$ cat src/rtl/upme_param_if.sv
// Bus interface for upme_param: control inputs (enable, direction, load)
// and the count/status outputs. Clock and reset stay plain ports on the block.
interface upme_param_if #(
    parameter int WIDTH = 3
);
    logic             eena;   // global enable
    logic             up;     // direction, 1 = up
    logic             eld;    // synchronous load strobe
    logic [WIDTH-1:0] ed;     // load value
    logic [WIDTH-1:0] sq;     // current count
    logic             tick;   // prescaler strobe, high with each new count
    logic             tc;     // terminal-count pulse
    logic [WIDTH:0]   oea;    // status bus {up, sq}

    // Master drives the controls (testbench or parent logic).
    modport master (
        output eena, up, eld, ed,
        input  sq, tick, tc, oea
    );

    // Slave is the counter itself.
    modport slave (
        input  eena, up, eld, ed,
        output sq, tick, tc, oea
    );
endinterface

$ cat src/rtl/upme_param.sv
// upme_param: parametrised up/down modulo-MOD counter with a divide-by-DIV
// prescaler, synchronous clamped load and a one-cycle terminal-count pulse.
// Optional macro UPME_SAT_EN selects saturating instead of wrap-around
// counting at the ends of the range; the default build wraps.
module upme_param #(
    parameter int WIDTH = 3,   // counter width, MOD <= 2**WIDTH
    parameter int MOD   = 8,   // count modulus, 2..2**WIDTH
    parameter int DIV   = 4    // prescaler ratio, >= 1
) (
    input  logic         eck,  // clock, rising edge
    input  logic         er,   // asynchronous reset, active-high
    upme_param_if.slave  bus
);
    // Prescaler width: clog2(DIV), but never less than one bit.
    localparam int PW = (DIV > 1) ? $clog2(DIV) : 1;

    localparam logic [PW-1:0]    P_LAST = PW'(DIV - 1);
    localparam logic [PW-1:0]    P_ONE  = PW'(1);
    localparam logic [WIDTH-1:0] SQ_MAX = WIDTH'(MOD - 1);
    localparam logic [WIDTH-1:0] SQ_ONE = WIDTH'(1);
    // One extra bit so MOD == 2**WIDTH is representable for the clamp test.
    localparam logic [WIDTH:0]   MOD_X  = (WIDTH + 1)'(MOD);

    logic [PW-1:0]    p_q, p_d;
    logic [WIDTH-1:0] sq_q, sq_d;
    logic             tick_q, tick_d;
    logic             tc_q, tc_d;

    // Next-state: load beats enable; otherwise advance the prescaler and step on its last phase.
    always_comb begin
        // NOTE: every signal gets a default first so no path leaves it unassigned (no latch).
        p_d    = p_q;
        sq_d   = sq_q;
        tick_d = 1'b0;
        tc_d   = 1'b0;

        if (bus.eld) begin
            // Clamp out-of-range load values so sq never leaves 0..MOD-1.
            sq_d = ({1'b0, bus.ed} >= MOD_X) ? SQ_MAX : bus.ed;
            p_d  = '0;
        end else if (bus.eena) begin
            if (p_q == P_LAST) begin
                p_d    = '0;
                tick_d = 1'b1;
                if (bus.up) begin
                    if (sq_q == SQ_MAX) begin
                        tc_d = 1'b1;
`ifdef UPME_SAT_EN
                        sq_d = sq_q;
`else
                        sq_d = '0;
`endif
                    end else begin
                        sq_d = sq_q + SQ_ONE;
                    end
                end else begin
                    if (sq_q == '0) begin
                        tc_d = 1'b1;
`ifdef UPME_SAT_EN
                        sq_d = sq_q;
`else
                        sq_d = SQ_MAX;
`endif
                    end else begin
                        sq_d = sq_q - SQ_ONE;
                    end
                end
            end else begin
                p_d = p_q + P_ONE;
            end
        end
    end

    // State register with asynchronous reset; reset clears count, prescaler and both pulses at once.
    always_ff @(posedge eck or posedge er) begin
        if (er) begin
            p_q    <= '0;
            sq_q   <= '0;
            tick_q <= 1'b0;
            tc_q   <= 1'b0;
        end else begin
            // NOTE: non-blocking assignments so all registers update from the same pre-edge values.
            p_q    <= p_d;
            sq_q   <= sq_d;
            tick_q <= tick_d;
            tc_q   <= tc_d;
        end
    end

    assign bus.sq   = sq_q;
    assign bus.tick = tick_q;
    assign bus.tc   = tc_q;
    // Direction is passed through combinationally; the count half is registered.
    assign bus.oea  = {bus.up, sq_q};

endmodule

$ cat src/flat_wrapper.sv
// flat-port wrapper written by rule: the top's interface ports become plain ports
module upme_param_flat 
#(
    parameter int WIDTH = 3,                                    
    parameter int MOD   = 8,                                
    parameter int DIV   = 4                            
)
  (eck, er, bus_eena, bus_up, bus_eld, bus_ed, bus_sq, bus_tick, bus_tc, bus_oea);
  upme_param_if #(.WIDTH(WIDTH)) bus_i ();
  input  logic eck;
  input  logic er;
  input wire logic [$bits(bus_i.eena)-1:0] bus_eena;
  input wire logic [$bits(bus_i.up)-1:0] bus_up;
  input wire logic [$bits(bus_i.eld)-1:0] bus_eld;
  input wire logic [$bits(bus_i.ed)-1:0] bus_ed;
  output wire logic [$bits(bus_i.sq)-1:0] bus_sq;
  output wire logic [$bits(bus_i.tick)-1:0] bus_tick;
  output wire logic [$bits(bus_i.tc)-1:0] bus_tc;
  output wire logic [$bits(bus_i.oea)-1:0] bus_oea;
  assign bus_i.eena = bus_eena;
  assign bus_i.up = bus_up;
  assign bus_i.eld = bus_eld;
  assign bus_i.ed = bus_ed;
  assign bus_sq = bus_i.sq;
  assign bus_tick = bus_i.tick;
  assign bus_tc = bus_i.tc;
  assign bus_oea = bus_i.oea;
  upme_param #(.WIDTH(WIDTH), .MOD(MOD), .DIV(DIV)) u_core (.eck(eck), .er(er), .bus(bus_i));
endmodule
$ cat config.mk
export PLATFORM = sky130hd
export DESIGN_NAME = upme_param_flat
export DESIGN_NICKNAME = d
export VERILOG_FILES = /design/src/rtl/upme_param_if.sv /design/src/rtl/upme_param.sv /design/src/flat_wrapper.sv
export SDC_FILE = /design/constraint.sdc
export NUM_CORES = 1
export LEC_CHECK = 0
export BUFFER_PORTS_ARGS = -buffer_cell sky130_fd_sc_hd__buf_2
export CAP_MARGIN = 5
export CORE_AREA = 2 2 39 41
export DETAILED_ROUTE_END_ITERATION = 6
export DIE_AREA = 0 0 41 43
export HOLD_SLACK_MARGIN = 0.08
export PLACE_DENSITY = 0.65
export SKIP_CTS_REPAIR_TIMING = 1
export SLEW_MARGIN = 20
export SYNTH_ARGS = -nofsm -noshare
export SYNTH_HDL_FRONTEND = slang
export SYNTH_SLANG_ARGS = --single-unit
export TNS_END_PERCENT = 20
$ cat constraint.sdc
create_clock -name eck -period 2.1 [get_ports eck]
set_input_delay 0.42 -clock eck [delete_from_list [all_inputs] [get_ports eck]]
set_output_delay 0.42 -clock eck [all_outputs]
set_load 0.05 [all_outputs]
Word-level counts from Yosys, hierarchy flattened
Cells that the tools add are included.

Word-level logic and storage cells: 31. Input port bits: 8. Output and inout port bits: 9. Flip-flop bits (word level): 7.

Add/sub/neg operators: 3. Multiplexer cells: 18. Reductions and logical operators: 4. Equality and inequality tests: 2.

Operators with widths (number): 3-bit 2-to-1 mux (6); 1-bit 2-to-1 mux (9); 2-bit 2-to-1 mux (3); 2-bit nonzero test (2); 3-bit by 1-bit adder with 3-bit output (second input constant) (1); 3-bit equality test (second input constant) (1); 3-bit zero test (1); 3-bit by 1-bit subtractor with 3-bit output (second input constant) (1); 2-bit by 1-bit adder with 2-bit output (second input constant) (1); 2-bit equality test (second input constant) (1); 2-bit AND reduction (1).

Longest topological paths before layout
Gate-level depths: netlist (run 1).

Depth in word-level cells: 6. Depth in mapped cells: 5.

Worst setup path before layout (run 1)
No wires, ideal clock.

Path type: flip-flop to flip-flop. Start point: reg u_core.sq_q[0] (netlist: u_core.bus.sq[0]). End point: reg u_core.sq_q[2] (netlist: u_core.bus.sq[2]). Setup slack: 0.223 ns. Stages on the path, launching flop included: 6. Arrival: 1.799 ns. Data required time: 2.023 ns. Clock period less this slack: 1.877 ns. Buffers on the path: 0. Cell sequence: dfrtp_1 > ha_1 > ha_1 > nor2b_2 > or4_1 > a21oi_1.

Cells in the longest elaborated chain, start to end: 6. Elaborated cells between the ends (all ways): 10.

Ends and longest elaborated chain: start, declared (RTL line upme_param.sv:25) `logic [WIDTH-1:0] sq_q, sq_d;`; start signal, assigned (RTL line upme_param.sv:84) `sq_q <= sq_d;`; 3-bit by 1-bit subtractor with 3-bit output, or another cell as far along (RTL line upme_param.sv:65) `sq_d = sq_q - SQ_ONE;`; 3-bit 2-to-1 mux (on tied branches) (RTL line upme_param.sv:57, upme_param.sv:46); 3-bit 2-to-1 mux (*) (RTL line upme_param.sv:45) `if (bus.up) begin`; 3-bit 2-to-1 mux (*) (RTL line upme_param.sv:42) `if (p_q == P_LAST) begin`; 3-bit 2-to-1 mux (*) (RTL line upme_param.sv:41) `end else if (bus.eena) begin`; 3-bit 2-to-1 mux (*) (RTL line upme_param.sv:37) `if (bus.eld) begin`.

Mark *: on every way between the ends. The rest lies on a longest branch, timed or not. The select of a mux whose other input is x is not followed. A chain may end at the register's enable or synchronous reset.

Final worst setup path (run 1)
Ends and elaborated chain as after synthesis.

==> summary.md, run 1 <==
| Metric | Value |
|---|---|
| Total GRT Usage | 14.2% |
| CP Data Arrival Time | 1870 ps |
| Reg2reg path depth | 5 |
| Drt initial violations | 1 |
| Max-Cap Viols | 0 |
| R2r setup slk | 410 ps |
| Clock Sink Count | 7 |
| Mapped Area | 465 um2 |
| # nets final | 79 |
| Synth-to-Final Area Change | 19.6% |
| Starting Density | 33.6% |
| Most area-hungry cell type in the Yosys netlist | dfrtp_1 |
| Final slew viol count | 0 |
| Syn Inst Count | 50 |
| Area share of the largest cell type after synthesis | 37.6% |
| Worst slew margin | 81.8% |
| Final setup TNS | 0 ps |
| Post-Synth Simple-Gate Area | 18.8% |
| Drt first pass iters | 2 |
| Synth top area cells | dfrtp_1 (38%), ha_1 (13%), buf_4 (6.5%) |
| Critical path class | reg2reg |
| Avg WL per Cell | 11.6 um |
| Port Buffer Count | 16 |
| Die H | 43 um |
| Reg-to-Reg End | u_core.bus.sq[2] |
| DP Wirelength | 721 um |
| Most common cell after layout, fill and taps aside | buf_2 |
| Routability cong. | 0.666 |
| CTS H-tree depth | 1 |
| Fillers | 154 |
| RSZ-0062 raised after global routing | false |
| Sequential element share of the synthesized area | 37.6% |
| Main combinational cell family by area after synthesis | simple AND/OR/NAND/NOR gates |
| # IOs | 17 |
| Synth warn | 0 |
| Cell Area, Placed | 531 um2 |
| Clock Tree Buf Depth | 2 |
| VDD IR max | 0.278 mV |
| Antenna diode count | 0 |
| Post-layout min period | 1690 ps |
| Layout cells sized above 1 | 32.3% |
| Xor/xnor cell area share of the yosys netlist | 0% |
| Drt drc | 0 |
| Die W | 41 um |
| Fmax | 592 MHz |
| Die footprint | 1760 um2 |
| CP startpoint kind | register |
| Total nets after synthesis | 63 |
| PwrDens | 717 nW/um2 |
| Status | complete, no violations |
| Setup crit end | u_core.bus.sq[2] |
| CTS Root Cell | clkbuf_4 |
| Initial antenna violation count | 0 |
| Final ANT Viol Nets | 0 |
| Wl on met1 | 361 um |
| Final std cell area, no fill | 557 um2 |
| Metal3 WL | 44 um |
| CTS Buf Count | 3 |
| Final hold slack | 90.5 ps |
| Wirelength, routed | 943 um |
| Adder-Cell Fraction of Synth Area | 13.4% |
| P_leak | 0.294 nW |
| Hold Violations, Final | 0 |
| First-pass GRT wire length | 1580 um |
| CTS tree | built |
| Hold Path Class | in2async |
| CP startpoint | u_core.bus.sq[0] |
| Setup Viol. Count Final | 0 |
| Yosys reg bits | 7 |
| Mean post-synth cell area | 9.31 um2 |
| CP Max Fanout | 7 |
| Post-synthesis compound-gate area fraction | 15.9% |
| Top Layer Used | met4 |
| Number of global-route vias before repair | 377 |
| Final clock skew | 0.454 ps |
| Clk slew on worst S/H paths | 50 ps |
| R2r startpoint | u_core.bus.sq[0] |
| Worst setup EP type | register |
| Via Count | 409 |
| Grt ovf | 0 |
| Mux cell area share after synthesis | 4.30% |
| Distinct cells, synth | 22 |
| Worst-skew pair later-pin latency | 250 ps |
| DR vias/cell | 5.05 |
| Crit path required time | 2280 ps |
| Placeable Area | 1380 um2 |
| Row count | 14 |
| Slew @ Worst Pin | 273 ps |
| Total Power | 0.399 mW |
| Met2 WL | 503 um |
| Largest net degree at the start of global routing | 11 |
| Most frequent cells in the layout | buf_2 (16), dfrtp_1 (7), a21oi_1 (5), ha_1 (5) |
| Period utilisation layout | 80.5% |
[power breakdown]
group | switching, mW | leakage, nW | internal [mW]
clock | 0.0500 | 0.0150 | 0.0725
sequential | 0.0106 | 0.0898 | 0.144
combinational | 0.0828 | 0.189 | 0.0392
[sequential cells by signal, summed over array words and instances, names as in the netlist]
| signal | cells |
|---|---|
| u_core.bus.tick | 1 |
| u_core.p_q | 2 |
| u_core.bus.sq | 3 |
| u_core.bus.tc | 1 |
[worst min-delay path by stage]
| stage | depth (start not counted) | start | end |
|---|---|---|---|
| final | 2 | er | u_core.bus.sq[1] |
| after global routing | 2 | er | u_core.bus.tick |
| after CTS | 2 | er | u_core.bus.sq[1] |
| after detailed placement | 2 | er | u_core.bus.tc |
| after global placement | 2 | er | u_core.bus.tick |
| after floorplan | 1 | er | u_core.bus.sq[0] |
[cell usage after synthesis]
library cell  count
a21oi_1           5
nand2b_1          1
or4_1             1
nand2_1           4
nor2_1            4
and2_1            1
o21ai_0           2
dfrtp_1           7
a21o_2            1
nor2b_1           1
nand3b_1          1
and3b_1           1
mux2i_1           2
buf_4             4
a31oi_1           1
o21a_1            2
ha_1              5
o31a_1            1
buf_2             1
nor4_1            1
nor2b_2           1
inv_1             3
[worst max-delay path, cell delays in order (launching register included)]
cell and delay [ps]:
dfrtp_1 430, ha_1 230, ha_1 290, nor2b_2 40, or4_1 510, a21oi_1 130
[layer usage]
metal	track usage, %	vias to the layer above
met4	12.0	0
met3	3.14	4
met2	22.5	12
met5	0	-
li1	-	204
met1	14.6	189
[cell families after synthesis]
kind of cell,count (synthesis)
AND/OR/NAND/NOR,16
flip-flops,7
multiplexers,2
buffers and inverters,8
AO/OA/AOI/OAI,12
adder cells (fa/ha/maj),5
[layout make-up]
class | count | area [um2] | area share (%)
Multi-Input combinational cell | 35 | 244 | 43.8
Clock buffer | 4 | 26.3 | 4.72
Tap cell | 16 | 20.0 | 3.60
Inverter | 3 | 11.3 | 2.02
Sequential cell | 7 | 175 | 31.5
Timing Repair Buffer | 16 | 80.1 | 14.4
[through the flow]
stage,instances,setup WS (ps),utilization [%]
2_1_floorplan,50,223,-
3_3_place_gp,77,469,38.3
3_5_place_dp,77,448,38.3
4_1_cts,81,403,40.2
5_1_grt,81,311,40.2
6_report,81,410,40.2
Power figures use the tool's default switching activity.
==> run 2, diff against run 1 <==
--- a/config.mk
+++ b/config.mk
@@ -11,7 +11,7 @@
 export DETAILED_ROUTE_END_ITERATION = 6
 export DIE_AREA = 0 0 41 43
 export HOLD_SLACK_MARGIN = 0.08
-export PLACE_DENSITY = 0.65
+export PLACE_DENSITY = 0.67
 export SKIP_CTS_REPAIR_TIMING = 1
 export SLEW_MARGIN = 20
 export SYNTH_ARGS = -nofsm -noshare
==> constraint.sdc (replaced) <==
create_clock -name eck -period 1.55 [get_ports eck]
set_input_delay 0.31 -clock eck [delete_from_list [all_inputs] [get_ports eck]]
set_output_delay 0.31 -clock eck [all_outputs]
set_load 0.05 [all_outputs]
==> run 2 against run 1 <==
  * The run now ends with setup timing left
  * Core utilization up 6.0 points
  * Critical path depth unchanged
  * Wire length up 15%
  * Total power up 44%
  * Cell count up 8.6%
  * Maximum frequency up 6.7%
  * Highest routed layer unchanged
  * Clock power up 33%
  * Combinational power up 61%
  * Count of clock-buffer cells in the layout unchanged
==> summary.md, run 2 (same netlist as run 1, synthesis figures left out) <==
| Metric | Value |
|---|---|
| # nets final | 86 |
| Max reg flops | 3 |
| CP dominant cell by count | ha_4 |
| Drt drc | 0 |
| Port Buffer Count | 16 |
| DR vias/cell | 4.78 |
| Setup Viol. Count Final | 1 |
| P_leak | 0.323 nW |
| Grt ovf | 0 |
| Final setup TNS | -34.6 ps |
| Via Count | 421 |
| Number of global-route vias before repair | 360 |
| Die W | 41 um |
| VDD IR max | 0.360 mV |
| Hold Path Class | in2reg |
| Failing checks | setup timing |
| Row count | 14 |
| Post-layout min period | 1580 ps |
| Initial antenna violation count | 0 |
| CTS Buf Count | 3 |
| Fillers | 147 |
| Layout cells sized above 1 | 44.4% |
| Drt first pass iters | 2 |
| Reg2reg path depth | 5 |
| Worst slew margin | 81.7% |
| Final clock skew | 4.18 ps |
| CP max stage delay | 460 ps |
| Starting Density | 33.6% |
| Largest net degree at the start of global routing | 11 |
| Fmax | 631 MHz |
| Period utilisation layout | 102% |
| CP startpoint kind | register |
| Cell Area, Placed | 588 um2 |
| Final std cell area, no fill | 639 um2 |
| Die H | 43 um |
| Clock Sink Count | 7 |
| CP Max Fanout | 4 |
| Setup ws final | -34.6 ps |
| Die footprint | 1760 um2 |
| Antenna diode count | 0 |
| Final core utilization | 46.2% |
| CTS H-tree depth | 1 |
| Hold Violations, Final | 0 |
| PwrDens | 899 nW/um2 |
| Max-Cap Viols | 0 |
| Slew @ Worst Pin | 274 ps |
| Final slew viol count | 0 |
| Final ANT Viol Nets | 0 |
| CTS tree | built |
| Synth-to-Final Area Change | 37.4% |
| Most frequent cells in the layout | buf_2 (16), buf_4 (6), a21oi_1 (5), dfrtp_1 (5) |
| Wirelength, routed | 1090 um |
| CP cell instances | ha_4 > ha_4 > nor2b_2 > or4_1 > a21oi_1 |
| Routability cong. | 0.708 |
| Critical path class | reg2reg |
| Crit path required time | 1730 ps |
| Slowest cell on the critical path | or4_1 |
| CP Data Arrival Time | 1760 ps |
| Status | finished with violations |
| Total GRT Usage | 13.7% |
| Avg WL per Cell | 12.3 um |
| Clk slew on worst S/H paths | 50 ps |
| Clock Tree Buf Depth | 2 |
| Hold Crit Depth | 3 |
| Setup WS pre-CTS | -33.3 ps |
| Worst-skew pair later-pin latency | 250 ps |
| Placeable Area | 1380 um2 |
| RSZ-0062 raised after global routing | true |
| Drt initial violations | 8 |
| CTS Root Cell | clkbuf_4 |
| First-pass GRT wire length | 1580 um |
| Most common cell after layout, fill and taps aside | buf_2 |
| Worst setup EP type | register |
| # IOs | 17 |
run 2: through the flow:
stage | power [mW] | hold slack, ps | instances
after floorplan | 0.357 | 113 | 50
after global placement | 0.398 | 248 | 81
after detailed placement | 0.403 | 252 | 81
after CTS | 0.573 | -17.9 | 85
after global routing | 0.613 | 328 | 88
final | 0.575 | 324 | 88
run 2: path summary, 6_finish.rpt:
check	slack (ps)	startpoint	end
min reg2reg	530	u_core.p_q[1]	u_core.p_q[1]
max in group asynchronous	770	er	u_core.bus.sq[1]
max	-30	u_core.bus.sq[0]	u_core.bus.sq[2]
min	320	bus_ed[2]	u_core.bus.sq[2]
max reg2reg	-30	u_core.bus.sq[0]	u_core.bus.sq[2]
min in group asynchronous	540	er	u_core.p_q[0]
run 2: where the power goes:
group	switching [mW]	internal [mW]	total (mW)	leakage, nW
registers	0.0175	0.196	0.214	0.0876
logic	0.121	0.0758	0.197	0.221
clock network	0.0663	0.0982	0.164	0.0150
total	0.205	0.370	0.575	0.323
run 2: per-layer routing:
| layer | part of all wire (%) | global-route usage (%) | vias up |
|---|---|---|---|
| met3 | 3.6 | 6.28 | 2 |
| met2 | 51 | 19.7 | 6 |
| met4 | 1.3 | 4.00 | 0 |
| met1 | 44 | 17.8 | 198 |
| li1 | - | - | 215 |
| met5 | 0 | 0 | - |
run 2: layout make-up:
cell class              instances  area, um2  area share, %
inverters                       3       11.3           1.76
multi-input cells              35        269           42.1
repair buffers                 23        135           21.1
flip-flops and latches          7        178           27.8
clock buffers                   4       26.3           4.11
well taps                      16       20.0           3.13
run 2: worst max-delay path, delay by kind of cell (launching register included):
kind                       cells  cell delay [ps]
AOI/OAI and AO/OA              1              140
adders and majority gates      2              430
DFF                            1              450
and+or+nand+nor                2              490
